===== config.mk =====
export PLATFORM = sky130hd
export DESIGN_NAME = cordic_mult_seq_flat
export DESIGN_NICKNAME = d
export VERILOG_FILES = /design/src/rtl/cordic_mult_seq_if.sv /design/src/rtl/cordic_mult_seq.sv /design/src/flat_wrapper.sv
export SDC_FILE = /design/constraint.sdc
export NUM_CORES = 1
export LEC_CHECK = 0
export BUFFER_PORTS_ARGS = -buffer_cell sky130_fd_sc_hd__buf_2
export CELL_PAD_IN_SITES_DETAIL_PLACEMENT = 0
export CELL_PAD_IN_SITES_GLOBAL_PLACEMENT = 1
export CORE_UTILIZATION = 40
export DETAILED_ROUTE_END_ITERATION = 10
export PLACE_DENSITY_LB_ADDON = 0.25
export RECOVER_POWER = 50
export SLEW_MARGIN = 25
export SYNTH_ARGS = -nofsm -noshare
export SYNTH_HDL_FRONTEND = slang
export SYNTH_SLANG_ARGS = --single-unit

===== constraint.sdc =====
create_clock -name clk -period 5.4 [get_ports clk]
set_input_delay 0.81 -clock clk [delete_from_list [all_inputs] [get_ports clk]]
set_output_delay 0.81 -clock clk [all_outputs]
set_load 0.03 [all_outputs]

===== src/rtl/cordic_mult_seq_if.sv =====
// Host-side request/response bundle for the sequential CORDIC multiplier.
interface cordic_mult_seq_if #(
  parameter int WIDTH = 32,
  parameter int CNT_W = 5
);
  logic                    start;
  logic signed [WIDTH-1:0] x_in;
  logic signed [WIDTH-1:0] z_in;
  logic                    busy;
  logic                    done;
  logic signed [WIDTH-1:0] result;
  logic [CNT_W-1:0]        count_div;
  logic                    ovf;

  modport master (output start, x_in, z_in,
                  input  busy, done, result, count_div, ovf);
  modport slave  (input  start, x_in, z_in,
                  output busy, done, result, count_div, ovf);
endinterface


===== src/rtl/cordic_mult_seq.sv =====
// Sequential fixed-point multiplier: normalise z by halving, run ITER
// linear-CORDIC micro-rotations on one add/shift datapath, rescale by 2^k.
module cordic_mult_seq #(
  parameter int WIDTH = 32,
  parameter int FRAC  = 16,
  parameter int ITER  = 16,
  parameter int CNT_W = 5
) (
  input  logic             clk,
  input  logic             rst,
  cordic_mult_seq_if.slave bus
);
  localparam int YW = WIDTH + 2;          // accumulator: no internal wrap
  localparam int PW = YW + (1 << CNT_W);  // y <<< k at full width
  localparam int IW = $clog2(ITER + 1);

  localparam logic signed [WIDTH-1:0] ONE  = WIDTH'(64'd1 << FRAC);
  localparam logic signed [WIDTH-1:0] TWO  = WIDTH'(64'd1 << (FRAC + 1));
  localparam logic signed [WIDTH-1:0] NTWO = -TWO;
  localparam logic signed [WIDTH-1:0] MAXP = {1'b0, {(WIDTH-1){1'b1}}};
  localparam logic signed [WIDTH-1:0] MINN = {1'b1, {(WIDTH-1){1'b0}}};

  typedef enum logic [1:0] {S_IDLE, S_NORM, S_ITER, S_SCALE} state_t;

  state_t                  state_q, state_d;
  logic signed [WIDTH-1:0] x_q, x_d, z_q, z_d, res_q, res_d;
  logic signed [YW-1:0]    y_q, y_d;
  logic [CNT_W-1:0]        k_q, k_d, cnt_q, cnt_d;
  logic [IW-1:0]           i_q, i_d;
  logic                    ovf_q, ovf_d, done_q, done_d, busy_q, busy_d;

  logic                    in_range, last_iter, fits;
  logic signed [YW-1:0]    x_ext, x_sh;
  logic signed [WIDTH-1:0] one_sh;
  logic signed [PW-1:0]    p_full;

  assign in_range  = (z_q > NTWO) && (z_q < TWO);
  assign last_iter = (i_q == IW'(ITER - 1));
  assign x_ext     = YW'(x_q);
  assign x_sh      = x_ext >>> i_q;
  assign one_sh    = ONE >>> i_q;
  assign p_full    = PW'(y_q) <<< k_q;
  // p fits in WIDTH signed when every bit above the result's sign bit matches it
  assign fits      = (p_full[PW-1:WIDTH-1] == '0) || (p_full[PW-1:WIDTH-1] == '1);

  // state register
  always_ff @(posedge clk or posedge rst) begin
    if (rst) state_q <= S_IDLE;
    else     state_q <= state_d;
  end

  // next-state logic
  always_comb begin
    state_d = state_q;
    case (state_q)
      S_IDLE:  if (bus.start) state_d = S_NORM;
      S_NORM:  if (in_range)  state_d = S_ITER;
      S_ITER:  if (last_iter) state_d = S_SCALE;
      S_SCALE: state_d = S_IDLE;
      default: state_d = S_IDLE;
    endcase
  end

  // datapath and output next values; done defaults low so it pulses
  always_comb begin
    x_d    = x_q;
    z_d    = z_q;
    y_d    = y_q;
    k_d    = k_q;
    i_d    = i_q;
    res_d  = res_q;
    cnt_d  = cnt_q;
    ovf_d  = ovf_q;
    busy_d = busy_q;
    done_d = 1'b0;
    case (state_q)
      S_IDLE: begin
        if (bus.start) begin
          x_d    = bus.x_in;
          z_d    = bus.z_in;
          y_d    = '0;
          k_d    = '0;
          i_d    = '0;
          busy_d = 1'b1;
        end
      end
      S_NORM: begin
        if (!in_range) begin
          z_d = z_q >>> 1;
          k_d = k_q + CNT_W'(1);
        end
      end
      S_ITER: begin
        if (!z_q[WIDTH-1]) begin
          y_d = y_q + x_sh;
          z_d = z_q - one_sh;
        end else begin
          y_d = y_q - x_sh;
          z_d = z_q + one_sh;
        end
        i_d = i_q + IW'(1);
      end
      S_SCALE: begin
        if (fits) begin
          res_d = p_full[WIDTH-1:0];
          ovf_d = 1'b0;
        end else begin
          res_d = y_q[YW-1] ? MINN : MAXP;
          ovf_d = 1'b1;
        end
        cnt_d  = k_q;
        done_d = 1'b1;
        busy_d = 1'b0;
      end
      default: ;
    endcase
  end

  // datapath registers
  always_ff @(posedge clk or posedge rst) begin
    if (rst) begin
      x_q    <= '0;
      z_q    <= '0;
      y_q    <= '0;
      k_q    <= '0;
      i_q    <= '0;
      res_q  <= '0;
      cnt_q  <= '0;
      ovf_q  <= 1'b0;
      done_q <= 1'b0;
      busy_q <= 1'b0;
    end else begin
      x_q    <= x_d;
      z_q    <= z_d;
      y_q    <= y_d;
      k_q    <= k_d;
      i_q    <= i_d;
      res_q  <= res_d;
      cnt_q  <= cnt_d;
      ovf_q  <= ovf_d;
      done_q <= done_d;
      busy_q <= busy_d;
    end
  end

  assign bus.busy      = busy_q;
  assign bus.done      = done_q;
  assign bus.result    = res_q;
  assign bus.count_div = cnt_q;
  assign bus.ovf       = ovf_q;
endmodule


===== src/flat_wrapper.sv =====
// flat-port wrapper written by rule: the top's interface ports become plain ports
module cordic_mult_seq_flat 
#(
  parameter int WIDTH = 32,
  parameter int FRAC  = 16,
  parameter int ITER  = 16,
  parameter int CNT_W = 5
)
  (clk, rst, bus_start, bus_x_in, bus_z_in, bus_busy, bus_done, bus_result, bus_count_div, bus_ovf);
  cordic_mult_seq_if #(.WIDTH(WIDTH), .CNT_W(CNT_W)) bus_i ();
  input  logic clk;
  input  logic rst;
  input wire logic [$bits(bus_i.start)-1:0] bus_start;
  input wire logic [$bits(bus_i.x_in)-1:0] bus_x_in;
  input wire logic [$bits(bus_i.z_in)-1:0] bus_z_in;
  output wire logic [$bits(bus_i.busy)-1:0] bus_busy;
  output wire logic [$bits(bus_i.done)-1:0] bus_done;
  output wire logic [$bits(bus_i.result)-1:0] bus_result;
  output wire logic [$bits(bus_i.count_div)-1:0] bus_count_div;
  output wire logic [$bits(bus_i.ovf)-1:0] bus_ovf;
  assign bus_i.start = bus_start;
  assign bus_i.x_in = bus_x_in;
  assign bus_i.z_in = bus_z_in;
  assign bus_busy = bus_i.busy;
  assign bus_done = bus_i.done;
  assign bus_result = bus_i.result;
  assign bus_count_div = bus_i.count_div;
  assign bus_ovf = bus_i.ovf;
  cordic_mult_seq #(.WIDTH(WIDTH), .FRAC(FRAC), .ITER(ITER), .CNT_W(CNT_W)) u_core (.clk(clk), .rst(rst), .bus(bus_i));
endmodule

Yosys cells after proc, flatten, opt, wreduce, memory -nomap -nowiden. Cells that the tools add are included.

Add/subtract/negate cells: 6. $lt $le $gt $ge: 2. Eq/ne operators: 9. Shifts and indexed selects: 3. Muxes and demuxes: 21. Bitwise gates (word level): 1. Reduce and logical (&&, ||, !) cells: 15.

Operators with widths (number): 32-bit two-way mux (4); 32-bit case mux with 3 select lines (1); 34-bit two-way mux (2); 34-bit case mux with 2 select lines (1); 34-bit by 5-bit <<< shifter with 66-bit output (1); 35-bit == test, second input constant (1); 35-bit logical NOT (1); 34-bit adder (1); 32-bit by 5-bit >>> shifter with 34-bit output (1); 34-bit subtractor (1); 32-bit adder (1); 32-bit by 18-bit > comparator with 1-bit output, second input constant (1); 32-bit by 19-bit < comparator with 1-bit output, second input constant (1); 18-bit by 5-bit >>> shifter with 32-bit output, first input constant (1); 32-bit subtractor (1); 31-bit two-way mux (1); 5-bit case mux with 2 select lines (2); 3-bit AND reduction (4); 5-bit by 1-bit adder with 5-bit output, second input constant (2); 5-bit two-way mux (2); 2-bit case mux with 4 select lines (1); 2-bit two-way mux (3); 2-bit AND reduction (3); 2-bit nonzero test (3); 12 further kinds (17).

Register bits after elaboration: 150. Input bits: 67. Output and inout bits: 40. Logic and storage cells: 69.

Longest topological paths before layout.
Word-level depth: 4. Depth in mapped cells: 27. Depth with buffers taken out: 22.

Worst setup path before layout. No wires, ideal clock.

Kind: register -> register. From: register u_core.i_q[1]. To: register u_core.z_q[31]. Library setup time: 0.125 ns. Arrival: 5.316 ns. Data required time: 5.275 ns. Setup slack: -0.041 ns. Cell stages (with the launch flop): 26. Buffers on the path: 5. Period minus slack after synthesis: 5.441 ns. Cell sequence: dfrtp_1 buf_4 buf_6 buf_6 buf_6 inv_1 ha_1 clkbuf_1 nor3_1 o21bai_1 a21oi_1 o221a_2 o21ai_0 nand2_1 xor2_1 ha_1 nand3_1 a2111oi_0 a211oi_1 o221ai_1 o41ai_1 o21ai_0 a21oi_1 or4b_2 a32oi_1 a21oi_1.

Longest elaborated chain between the ends: 4. Elaborated cells between the ends (all ways): 5. Classes of those cells: 2 x add/sub; 1 x shift; 2 x mux.

RTL lines: start: declaration (line cordic_mult_seq.sv:29) `logic [IW-1:0] i_q, i_d;`; start signal: assignment (line cordic_mult_seq.sv:137) `i_q <= i_d;`; 18-bit by 5-bit >>> shifter with 32-bit output (*) (line cordic_mult_seq.sv:41) `assign one_sh = ONE >>> i_q;`; 32-bit subtractor or 32-bit adder (tied branches) (line cordic_mult_seq.sv:96, cordic_mult_seq.sv:99); 32-bit two-way mux (*) (line cordic_mult_seq.sv:94) `if (!z_q[WIDTH-1]) begin`; 32-bit case mux with 3 select lines (*) (line cordic_mult_seq.sv:76) `case (state_q)`; end signal: assignment (line cordic_mult_seq.sv:134) `z_q <= z_d;`; end: declaration (line cordic_mult_seq.sv:26) `logic signed [WIDTH-1:0] x_q, x_d, z_q, z_d, res_q, res_d;`.

Mark *: on every way between the ends. The rest lies on a longest branch, timed or not. A chain may end at the register's enable or synchronous reset.

Final worst setup path.
From: register u_core.i_q[1]. To: register u_core.y_q[33].

Longest elaborated chain between the ends: 4. Elaborated cells between the ends (all ways): 5. Classes of those cells: 2 x add/sub; 1 x shift; 2 x mux.

RTL lines: 32-bit by 5-bit >>> shifter with 34-bit output (*) (line cordic_mult_seq.sv:40) `assign x_sh = x_ext >>> i_q;`; 34-bit adder or 34-bit subtractor (tied branches) (line cordic_mult_seq.sv:95, cordic_mult_seq.sv:98); 34-bit two-way mux (*) (line cordic_mult_seq.sv:94); 34-bit case mux with 2 select lines (*) (line cordic_mult_seq.sv:76); end signal: assignment (line cordic_mult_seq.sv:135) `y_q <= y_d;`; end: declaration (line cordic_mult_seq.sv:27) `logic signed [YW-1:0] y_q, y_d;`.

Marks and branches as above.

==> flow_summary.yaml <==
run_status:
  status: "finished with violations"
  violations: "max-capacitance violations, max-slew violations"
cts:
  numCtsBuffers: 17
  clockRootBuffer: "clkbuf_16"
  cts_tree: "yes"
  cts_max_path_buffers: 2
  worst_skew_pair.late_latency_ns: 0.46
  clock-sinks: 150
  path_clk_slew_ns: 0.06
  cts_htree_levels: 4
  ctsHoldBuffers: 0
cells_and_area:
  drive_above_1_share_pct: 24.03
  antennaDiodeCount: 0
  stdcell_area_mm2: 0.01834
  multi_input_area_mm2: 0.01166
  fin_cells: 2507
  nNetsFinal: 2123
  syn_to_final_growth_pct: 14.96
  fillers: 3848
  register_area_mm2: 0.003765
synthesis:
  synth_area_mm2: 0.01595
  synth_edf_count: 0
  synth.distinct_cells: 75
  yosysWarnings: 0
  netlist.top_cell.by_area: "dfrtp_1"
  syn_nets: 2013
  syn_area_per_cell_um2: 8.545
  synthAdderAreaFrac_pct: 6.290
  synth_top_family_by_area: "compound AO/OA/AOI/OAI gates"
  synth-simple-area-share_pct: 16.89
  synth-compound-area-share_pct: 22.56
  synth_ff_type: "dfrtp_1"
  async_reset_ff_share_pct: 100.0
  ys_ff_latch: 150
  synthMuxAreaShare_pct: 20.76
  synth_area_leaders: "dfrtp_1, mux4_2, mux2_2"
  ys_seq_area_share_pct: 23.53
  yosys.area.top_type_share_pct: 23.53
  netlist_instances: 1867
  synth-xor-area-share_pct: 5.106
place:
  place_congestion: 0.9203
  io_buffers: 106
  dp.cells: 2459
  place_area_mm2: 0.01739
  dp_hpwl_mm: 38.60
die:
  die_width_um: 201.7
  io-pin-count: 107
  placementRows: 72
  coreArea_mm2: 0.03901
  initial_utilization_pct: 40.90
  die_y_um: 201.7
  dieArea_mm2: 0.04068
critical_path:
  rrSetupSlack_ns: 0.19
  crit_path_max_fanout: 10
  cp-end-kind: "flop"
  critPathTopFamily: "multiplexers"
  worstPathArrival_ns: 5.57
  critPathBufInv: 5
  crit_path_max_incr_delay_ns: 0.52
  r2r_start: "u_core.i_q[1]$_DFFE_PP0P_"
  timing.rr.end: "u_core.y_q[33]$_DFFE_PP0P_"
  start_kind: "flop"
  critPathRequiredTime_ns: 5.76
  path_common_cell: "a21oi_1"
  worst-setup-path-type: "reg -> reg"
  crit_chain: "buf_12, buf_12, mux4_2, mux2_2, mux4_2, inv_1, ha_4, nand4_1, buf_4, buf_4, nor3_2, and2_4, a21oi_1, xnor2_1, ha_1, a21o_1, a21oi_1, nand2_1, nor3b_2, o31ai_2, xnor2_1, a21oi_1, o22ai_1"
  rr_worst_depth: 23
  slowest_stage: "mux4_2"
timing:
  maxSlewHeadroom_pct: -88.16
  fmax_mhz: 192.0
  finalHoldViolations: 0
  drv_slew: 114
  fin_crit_sh_pct: 96.43
  clock_skew_ns: 0.009580
  tightest_slew_ns: 2.807
  rsz0062_at_grt: "true"
  whs_ns: 0.4921
  setup_viol: 0
  post-route-min-period_ns: 5.207
global_routing:
  grt_max_degree: 91
  gr-total-overflow: 0
  antenna_found_initial: 0
  first_global_vias: 14790
  grt_use_total_pct: 25.70
  grt_first_pass_wirelength_mm: 83.37
job:
  maxCapViolCount: 2
detailed_routing:
  wl_per_cell_um: 20.63
  via_count: 15240
  drc: 0
  finalWirelength_mm: 51.71
  dr.pass1.iters: 5
  drt_iter0_drc: 1126
  final_antenna_net_count: 0
  via_per_inst: 6.081
worst_hold_path:
  hold_class: "reg -> reg"
  min_to: "u_core.bus.result[12]$_DFFE_PP0P_"
  hp-start: "u_core.bus.result[12]$_DFFE_PP0P_"
  holdPathStages: 1
## worst max-delay path by stage
stage	startpoint	endpoint	depth (start not counted)
floorplan	u_core.i_q[0]$_DFFE_PP0P_	u_core.z_q[31]$_DFFE_PP0P_	24
global placement	u_core.i_q[0]$_DFFE_PP0P_	u_core.y_q[33]$_DFFE_PP0P_	21
detailed placement	u_core.i_q[0]$_DFFE_PP0P_	u_core.y_q[28]$_DFFE_PP0P_	21
CTS	u_core.i_q[0]$_DFFE_PP0P_	u_core.y_q[30]$_DFFE_PP0P_	21
global route	u_core.i_q[1]$_DFFE_PP0P_	u_core.y_q[33]$_DFFE_PP0P_	23
finish	u_core.i_q[1]$_DFFE_PP0P_	u_core.y_q[33]$_DFFE_PP0P_	23
## synthesized netlist by cell type, types with 15 or more instances
| library cell | n |
|---|---|
| nand2_1 | 196 |
| nor2_1 | 175 |
| dfrtp_1 | 150 |
| o21ai_0 | 137 |
| a21oi_1 | 125 |
| mux2_2 | 93 |
| clkbuf_1 | 83 |
| mux4_2 | 81 |
| ha_1 | 77 |
| xnor2_1 | 61 |
| inv_1 | 48 |
| nand3_1 | 48 |
| mux2i_1 | 44 |
| nor3_1 | 41 |
| a21o_1 | 33 |
| xor2_1 | 32 |
| o31ai_1 | 31 |
| a221oi_1 | 25 |
| nand2b_1 | 25 |
| a211oi_1 | 24 |
| a31oi_1 | 24 |
| buf_2 | 23 |
| nand4_1 | 22 |
| o22ai_1 | 20 |
| nor4_1 | 16 |
| o21bai_1 | 15 |
## state kept, by name, summed over array words and instances (netlist names)
signal                cells
u_core.bus.result        32
u_core.bus.busy           1
u_core.y_q               34
u_core.bus.count_div      5
u_core.bus.ovf            1
u_core.i_q                5
u_core.k_q                5
u_core.state_q            2
u_core.x_q               32
u_core.z_q               32
u_core.bus.done           1
## final cells by class
cell class	instances	share of cell area, %
Clock inverter	11	0.8118
Clock buffer	20	2.490
Sequential cell	150	20.53
Inverter	53	1.092
Multi-Input combinational cell	1535	63.57
Timing Repair Buffer	220	7.975
Tap cell	518	3.534
## through the flow
step	TNS (ns)	worst slack [ns]	util, %
final	0	0.1929	47.02
after floorplan	0	0.03057	-
after CTS	0	0.02602	46.13
after detailed placement	0	0.06151	44.57
after global routing	-0.3729	-0.1533	47.02
after global placement	0	0.1065	44.57
## layer usage
metal	vias up	track usage [%]	share of wire, %
li1	7235	-	-
met1	7496	37.45	48
met2	442	39.41	45
met3	71	3.806	4.8
met4	0	7.008	2.0
met5	-	0	0
## worst reg2reg max path, stage by stage, from the launching register on
cell and delay [ns]:
dfrtp_2 0.39, buf_12 0.14, buf_12 0.14, mux4_2 0.52, mux2_2 0.31, mux4_2 0.51
inv_1 0.12, ha_4 0.16, nand4_1 0.19, buf_4 0.22, buf_4 0.12, nor3_2 0.23
and2_4 0.20, a21oi_1 0.07, xnor2_1 0.16, ha_1 0.36, a21o_1 0.18, a21oi_1 0.21
nand2_1 0.11, nor3b_2 0.22, o31ai_2 0.11, xnor2_1 0.19, a21oi_1 0.10, o22ai_1 0.15
## logic make-up after synthesis
logic type / count (synthesis)
adders and majority gates: 79
buffers and inverters: 182
DFF: 150
muxes: 218
AOI/OAI and AO/OA: 554
xor gates and xnor gates: 93
and+or+nand+nor: 591
## cells in the final DEF, fill, tap and decap left out, drive strengths merged, types with 6 or more instances in the layout
master,count
nand2,196
a21boi,10
a221oi,25
or3,9
buf,210
xnor2,61
o211ai,13
a21oi,125
a21o,33
o22a,13
o22ai,21
nor3,41
o21bai,15
o21ai,140
o221ai,7
nand4,22
mux2i,44
clkinv,6
o41ai,7
nand2b,25
nor2,175
mux4,81
o31ai,31
a22o,8
a22oi,9
ha,77
nor4,16
mux2,93
a2bb2oi,9
nand3,48
and3,9
inv,51
a211oi,24
xor2,32
dfrtp,150
and2,14
nor2b,13
clkbuf,30
or2,7
a31oi,24
## repair_timing
action	in CTS	in global routing
endpoints found under the hold margin	0	0
gates resized for setup	0	56
setup endpoints to repair	0	16
buffers inserted	0	17
Power is left out: the tool's default activity adds up to more than one toggle a clock period on the data nets, which glitch-free logic cannot reach.
